[config.mk]
export PLATFORM = sky130hd
export DESIGN_NAME = fp13_to_int_seq_flat
export DESIGN_NICKNAME = d
export VERILOG_FILES = /design/src/rtl/fp13_to_int_seq_if.sv /design/src/rtl/fp13_to_int_seq.sv /design/src/flat_wrapper.sv
export SDC_FILE = /design/constraint.sdc
export NUM_CORES = 1
export LEC_CHECK = 0
export BUFFER_PORTS_ARGS = -buffer_cell sky130_fd_sc_hd__buf_2
export CAP_MARGIN = 20
export CORE_UTILIZATION = 30
export CTS_BUF_LIST = sky130_fd_sc_hd__clkbuf_4
export DETAILED_ROUTE_END_ITERATION = 7
export PLACE_DENSITY = 0.45
export SLEW_MARGIN = 20
export SYNTH_ARGS = -nofsm -noshare
export SYNTH_HDL_FRONTEND = slang
export SYNTH_SLANG_ARGS = --single-unit
[constraint.sdc]
create_clock -name clk -period 2.85 [get_ports clk]
set_input_delay 0.1425 -clock clk [delete_from_list [all_inputs] [get_ports clk]]
set_output_delay 0.1425 -clock clk [all_outputs]
set_load 0.1 [all_outputs]
[src/rtl/fp13_to_int_seq_if.sv]
// Operand/result bundle for fp13_to_int_seq: 13-bit float in, OUT_W-bit signed integer out.
// Handshake: a transfer occurs on a rising clk edge where valid and ready are both high;
// the valid side holds its payload stable until that edge, and ready never depends on valid.
interface fp13_to_int_seq_if #(parameter int OUT_W = 16);
  logic             in_valid;
  logic             in_ready;
  logic             sign_in;
  logic [3:0]       exp_in;
  logic [7:0]       frac_in;
  logic             out_valid;
  logic             out_ready;
  logic [OUT_W-1:0] int_out;
  logic             out_zero;
  logic             out_inexact;

  modport master (
    output in_valid, sign_in, exp_in, frac_in, out_ready,
    input  in_ready, out_valid, int_out, out_zero, out_inexact
  );

  modport slave (
    input  in_valid, sign_in, exp_in, frac_in, out_ready,
    output in_ready, out_valid, int_out, out_zero, out_inexact
  );
endinterface

[src/rtl/fp13_to_int_seq.sv]
// Bit-serial fp13 (sign, 4-bit exp, 8-bit frac, no hidden bit) to signed integer converter.
// Optional macro ROUND_NEAREST_EN: round half away from zero instead of truncating.
module fp13_to_int_seq #(
  parameter int OUT_W = 16
) (
  input  logic                clk,
  input  logic                rst_n,
  fp13_to_int_seq_if.slave    bus,
  output logic [1:0]          dbg_state
);

  typedef enum logic [1:0] {
    IDLE  = 2'd0,
    SHIFT = 2'd1,
    SIGN  = 2'd2,
    DONE  = 2'd3
  } state_t;

  state_t           state;
  state_t           state_nx;
  logic [23:0]      mag;
  logic [3:0]       cnt;
  logic             sign_q;
  logic [OUT_W-1:0] int_q;
  logic             zero_q;
  logic             inexact_q;
  logic             accept;
  logic [15:0]      m;
  logic [OUT_W-1:0] m_ext;
  logic [OUT_W-1:0] m_signed;

  assign accept = bus.in_valid && (state == IDLE);

  always_ff @(posedge clk or negedge rst_n) begin
    if (!rst_n) state <= IDLE;
    else        state <= state_nx;
  end

  always_comb begin
    state_nx = state;
    case (state)
      IDLE:  if (bus.in_valid) state_nx = (bus.exp_in != 4'd0) ? SHIFT : SIGN;
      SHIFT: if (cnt == 4'd1) state_nx = SIGN;
      SIGN:  state_nx = DONE;
      DONE:  if (bus.out_ready) state_nx = IDLE;
      default: state_nx = IDLE;
    endcase
  end

  // mag[23:8] is the integer part, mag[7:0] the fraction; max 0xFF<<15 cannot overflow 16 bits
`ifdef ROUND_NEAREST_EN
  assign m = mag[23:8] + {15'd0, mag[7]};
`else
  assign m = mag[23:8];
`endif

  assign m_ext    = OUT_W'(m);
  assign m_signed = sign_q ? -m_ext : m_ext;  // -0 == 0, so a zero magnitude is always +0

  always_ff @(posedge clk or negedge rst_n) begin
    if (!rst_n) begin
      mag       <= '0;
      cnt       <= '0;
      sign_q    <= 1'b0;
      int_q     <= '0;
      zero_q    <= 1'b0;
      inexact_q <= 1'b0;
    end else if (accept) begin
      mag    <= {16'd0, bus.frac_in};
      cnt    <= bus.exp_in;
      sign_q <= bus.sign_in;
    end else if (state == SHIFT) begin
      mag <= mag << 1;
      cnt <= cnt - 4'd1;
    end else if (state == SIGN) begin
      int_q     <= m_signed;
      zero_q    <= (m == 16'd0);
      inexact_q <= |mag[7:0];
    end
  end

  assign bus.in_ready    = (state == IDLE);
  assign bus.out_valid   = (state == DONE);
  assign bus.int_out     = int_q;
  assign bus.out_zero    = zero_q;
  assign bus.out_inexact = inexact_q;
  assign dbg_state       = state;

endmodule

[src/flat_wrapper.sv]
// flat-port wrapper written by rule: the top's interface ports become plain ports
module fp13_to_int_seq_flat 
#(
  parameter int OUT_W = 16
)
  (clk, rst_n, dbg_state, bus_in_valid, bus_sign_in, bus_exp_in, bus_frac_in, bus_out_ready, bus_in_ready, bus_out_valid, bus_int_out, bus_out_zero, bus_out_inexact);
  fp13_to_int_seq_if #(.OUT_W(OUT_W)) bus_i ();
  input  logic clk;
  input  logic rst_n;
  output logic [1:0] dbg_state;
  input wire logic [$bits(bus_i.in_valid)-1:0] bus_in_valid;
  input wire logic [$bits(bus_i.sign_in)-1:0] bus_sign_in;
  input wire logic [$bits(bus_i.exp_in)-1:0] bus_exp_in;
  input wire logic [$bits(bus_i.frac_in)-1:0] bus_frac_in;
  input wire logic [$bits(bus_i.out_ready)-1:0] bus_out_ready;
  output wire logic [$bits(bus_i.in_ready)-1:0] bus_in_ready;
  output wire logic [$bits(bus_i.out_valid)-1:0] bus_out_valid;
  output wire logic [$bits(bus_i.int_out)-1:0] bus_int_out;
  output wire logic [$bits(bus_i.out_zero)-1:0] bus_out_zero;
  output wire logic [$bits(bus_i.out_inexact)-1:0] bus_out_inexact;
  assign bus_i.in_valid = bus_in_valid;
  assign bus_i.sign_in = bus_sign_in;
  assign bus_i.exp_in = bus_exp_in;
  assign bus_i.frac_in = bus_frac_in;
  assign bus_i.out_ready = bus_out_ready;
  assign bus_in_ready = bus_i.in_ready;
  assign bus_out_valid = bus_i.out_valid;
  assign bus_int_out = bus_i.int_out;
  assign bus_out_zero = bus_i.out_zero;
  assign bus_out_inexact = bus_i.out_inexact;
  fp13_to_int_seq #(.OUT_W(OUT_W)) u_core (.clk(clk), .rst_n(rst_n), .bus(bus_i), .dbg_state(dbg_state));
endmodule
-- Yosys cells after proc, flatten, opt, wreduce, memory -nomap -nowiden
Cells that the tools add are included.
- add/subtract/negate cells: 2
- equal/unequal tests: 7
- bitwise logic cells: 2
- reductions and logical operators: 8
- muxes and demuxes: 10
- operator list (kind ; count):
    $mux 24 ; 2
    $logic_not 16->1 ; 1
    $mux 16 ; 1
    $neg 16->16 ; 1
    $mux 2 ; 4
    $mux 4 ; 2
    $pmux 2 s4 ; 1
    $reduce_or 8->1 ; 1
    $reduce_and 3->1 ; 2
    $eq 2x2->1 const B ; 2
    $eq 4x1->1 const B ; 1
    $ne 2x2->1 const B ; 2
    $reduce_bool 4->1 ; 1
    $sub 4x1->4 const B ; 1
    $eq 2x1->1 const B ; 1
    $logic_not 2->1 ; 1
    $ne 2x1->1 const B ; 1
    $not 1->1 ; 2
    $reduce_bool 2->1 ; 1
    $logic_and 1x1->1 ; 1
- input port bits: 17
- flip-flop bits (word level): 49

-- Depth between registers and ports, before layout
- word-level depth: 4
- depth in mapped cells: 7
- mapped depth without buffers: 6

-- Worst setup path after synthesis
No wires, ideal clock.
- path type: register to register
- start: register u_core.state[0] (netlist: u_core.dbg_state[0])
- end: register u_core.cnt[0]
- cell stages (with the launch flop): 7
- library setup time: 0.132 ns
- data arrival time: 2.605 ns
- slack: 0.113 ns
- clock period less this slack: 2.737 ns
- buffers on the path: 2
- path through: dfrtp_1 > inv_1 > ha_1 > and2_1 > clkbuf_1 > clkbuf_1 > o21ai_1
- cells in the longest elaborated chain, start to end: 3
- elaborated cells on any way between the ends: 5
- ends and longest elaborated chain (element ; line ; RTL):
    from (decl) ; fp13_to_int_seq.sv:19 ; state_t state;
    from (signal assigned) ; fp13_to_int_seq.sv:36 ; else state <= state_nx;
    $logic_not 2->1 * ; n/a ;
    net bus_in_ready ; flat_wrapper.sv:16 ; output wire logic [$bits(bus_i.in_ready)-1:0] bus_in_ready;
    $logic_and 1x1->1 * ; fp13_to_int_seq.sv:32 ; assign accept = bus.in_valid && (state == IDLE);
    $mux 4 / $reduce_bool 2->1 (equally long branches) ; n/a ;
    to (signal assigned) ; fp13_to_int_seq.sv:70 ; cnt <= bus.exp_in;
    to (signal assigned) ; fp13_to_int_seq.sv:74 ; cnt <= cnt - 4'd1;
    to (decl) ; fp13_to_int_seq.sv:22 ; logic [3:0] cnt;
The timed path passes the listed nets; every way through them passes the cells marked *.
A chain may end at the register's enable or synchronous reset.

-- Final worst setup path
- start: register u_core.mag[9]
- end: register u_core.int_q[14] (netlist: u_core.bus.int_out[14])
- cells in the longest elaborated chain, start to end: 2
- ends and longest elaborated chain (element ; line ; RTL):
    from (decl) ; fp13_to_int_seq.sv:21 ; logic [23:0] mag;
    from (signal assigned) ; fp13_to_int_seq.sv:69 ; mag <= {16'd0, bus.frac_in};
    from (signal assigned) ; fp13_to_int_seq.sv:73 ; mag <= mag << 1;
    $neg 16->16 ; fp13_to_int_seq.sv:58 ; assign m_signed = sign_q ? -m_ext : m_ext;
    $mux 16 ; fp13_to_int_seq.sv:58 ;
    to (signal assigned) ; fp13_to_int_seq.sv:76 ; int_q <= m_signed;
    to (decl) ; fp13_to_int_seq.sv:24 ; logic [OUT_W-1:0] int_q;
No other way between the ends.

==> results.yml <==
setup_path:
  worstPathArrival_ps: 2350
  r2r_setup_slack_ps: 750
  critPathMaxFanout: 7
  crit_start: "u_core.mag[9]"
  cp.required_ps: 3100
  reg2reg_from: "u_core.mag[9]"
  cp-start-kind: "register"
  crit_type: "register to register"
  cp-end-kind: "register"
clock_network:
  clkSinkCount: 49
  clkTransAtPathRegs_ps: 160
  cts_resized: 0
  ctsHtreeMaxLevel: 2
  post_cts_buffers: 0
  clkLatencyLatePin_ps: 370
  cts_buffers: 5
  cts_tree: "built"
  cts_root_buffer: "clkbuf_4"
  clock_path_buffers: 2
  cts_hold_buffers: 12
timing:
  setup_ws_ps: 753
  fin_crit_sh: 0.736
  finalHoldViolations: 0
  fin_crit_ps: 2100
  clock_skew_ps: 18.8
  rsz0062_at_grt: "false"
  tightest_slew_ps: 619
  max_freq_mhz: 477
  worst_hold_slack_ps: 9.82
  setup_viol: 0
  worst_slew_margin_rel: 0.588
  final.setup.tns_ps: 0
  finalMaxSlewViolations: 0
route:
  vias: 1823
  routed_wl_mm: 5.24
  drc_errors: 0
  postRouteAntennaNets: 0
  via_per_inst: 4.63
  drt-wirelength-per-cell_um: 13.3
  first_iter_violations: 50
  firstDrtPassIters: 4
synthesis:
  synthFlopType: "dfrtp_1"
  synth_fa_ha_area_frac: 0.0403
  ys_ff_latch: 49
  synth_xor_area_frac: 0.0565
  muxShareOfSynthArea: 0.122
  syn_area_sq_um: 2480
  synth_cell_types: 36
  synth_edf_count: 0
  synth_top_family_by_area: "simple AND/OR/NAND/NOR gates"
  synth_nets: 268
  ys_warn_count: 0
  synth_simple_gate_area_frac: 0.131
  yosysSeqAreaShare: 0.494
  synth_compound_area_frac: 0.117
  async_reset_ff_frac: 1.00
  synth_area_per_cell_sq_um: 10.2
  netlist_instances: 243
global_routing:
  grt_pass1_vias: 1865
  antenna_found_initial: 0
  grt_max_degree: 38
  overflow: 0
  grt_pass1_wl_mm: 9.03
  grtUsageTotal: 0.133
layout:
  final_cell_mix: "49 x dfrtp_1, 38 x buf_2, 34 x nor2_1"
  multi_input_area_sq_um: 1160
  drive_above_1_share: 0.195
  area_growth_pct: 19.3
  antennaDiodeCount: 0
  n_fill_cell: 866
  regArea_sq_um: 1230
  utilization: 0.377
  final_common_cell: "dfrtp_1"
  nNetsFinal: 316
die:
  core_sq_um: 7850
  initial_utilization: 0.316
  rows: 32
  fp.dieH_um: 93.0
  fp.dieArea_sq_um: 8640
  num_io_pins: 39
  fp.dieW_um: 93.0
worst_hold_path:
  hold_start: "bus_exp_in[0]"
  hp-class: "input port to register"
outcome:
  status: "complete, no violations"
placed_design:
  place.gp.congestion: 0.731
  dp_hpwl_mm: 3.56
  io_buffers: 38
  place_ws_ps: 760
flow_run:
  maxCapViolCount: 0
[path summary, 6_finish.rpt]
| path | cells after the start | end |
|---|---|---|
| worst min-delay path | 3 | u_core.cnt[0] |
| worst min register to register | 2 | u_core.bus.int_out[3] |
| min in group asynchronous | 2 | u_core.bus.int_out[11] |
| worst max-delay path | 6 | u_core.bus.int_out[14] |
| worst max register to register | 6 | u_core.bus.int_out[14] |
| max in group asynchronous | 3 | u_core.mag[7] |
[sequential cells by signal, indices dropped and copies added, names as in the netlist]
| signal | count |
|---|---|
| u_core.dbg_state | 2 |
| u_core.bus.int_out | 16 |
| u_core.cnt | 4 |
| u_core.bus.out_inexact | 1 |
| u_core.mag | 24 |
| u_core.sign_q | 1 |
| u_core.bus.out_zero | 1 |
[synth_stat cells, types with 2 or more instances]
cell       n  area (sq um)
nand2_1   16          60.1
a31oi_1    2          12.5
nor4_1     3          18.8
nor3_1     2          10.0
buf_1      3          11.3
o31ai_1    4          30.0
mux2_2     2          22.5
xnor2_1    2          17.5
nor2_1    34           128
ha_1       8           100
o41ai_2    2          32.5
dfrtp_1   49          1230
inv_1     11          41.3
buf_2      3          15.0
o21ai_1   17          85.1
nand3_1    2          10.0
mux2i_1   27           270
a21oi_1   14          70.1
or3_1      3          18.8
clkbuf_1   8          30.0
xor2_1    14           123
or4_1      3          22.5
[critical path: stages (launching register included)]
cell and delay [ps]:
dfrtp_1 470, inv_1 80, ha_1 170, or4b_1 610, o41ai_4 400, xor2_1 170
a21oi_1 80
[layer usage]
| metal | vias up | GRT usage | part of all wire |
|---|---|---|---|
| met3 | 4 | 0.0287 | 0.032 |
| met2 | 35 | 0.208 | 0.44 |
| met5 | - | 0 | 0 |
| li1 | 930 | - | - |
| met4 | 0 | 0.0385 | 0.0084 |
| met1 | 854 | 0.184 | 0.52 |
[final cells by class]
cell class,instances,share of cell area
Clock inverter,2,0.00507
Multi-Input combinational cell,169,0.391
Sequential cell,49,0.414
Inverter,11,0.0139
Clock buffer,6,0.0152
Tap cell,102,0.0431
Timing Repair Buffer,55,0.117
[logic make-up (layout without fill, tap and decap cells)]
logic type               count (synthesis)  count (layout)
buffers and inverters                   25              74
AND/OR/NAND/NOR                         71              71
flip-flops                              49              49
AO/OA/AOI/OAI                           44              44
XOR/XNOR                                16              16
multiplexers                            30              30
adder cells (fa/ha/maj)                  8               8
[metrics by stage]
| stage | cell area (sq um) | cells |
|---|---|---|
| 2_1_floorplan | 2480 | 243 |
| 3_3_place_gp | 2780 | 374 |
| 3_5_place_dp | 2780 | 374 |
| 4_1_cts | 2960 | 394 |
| 5_1_grt | 2960 | 394 |
| 6_report | 2960 | 394 |
Power is not shown: default switching activity piles up to over one toggle a cycle in this logic, so the estimate is an artifact.
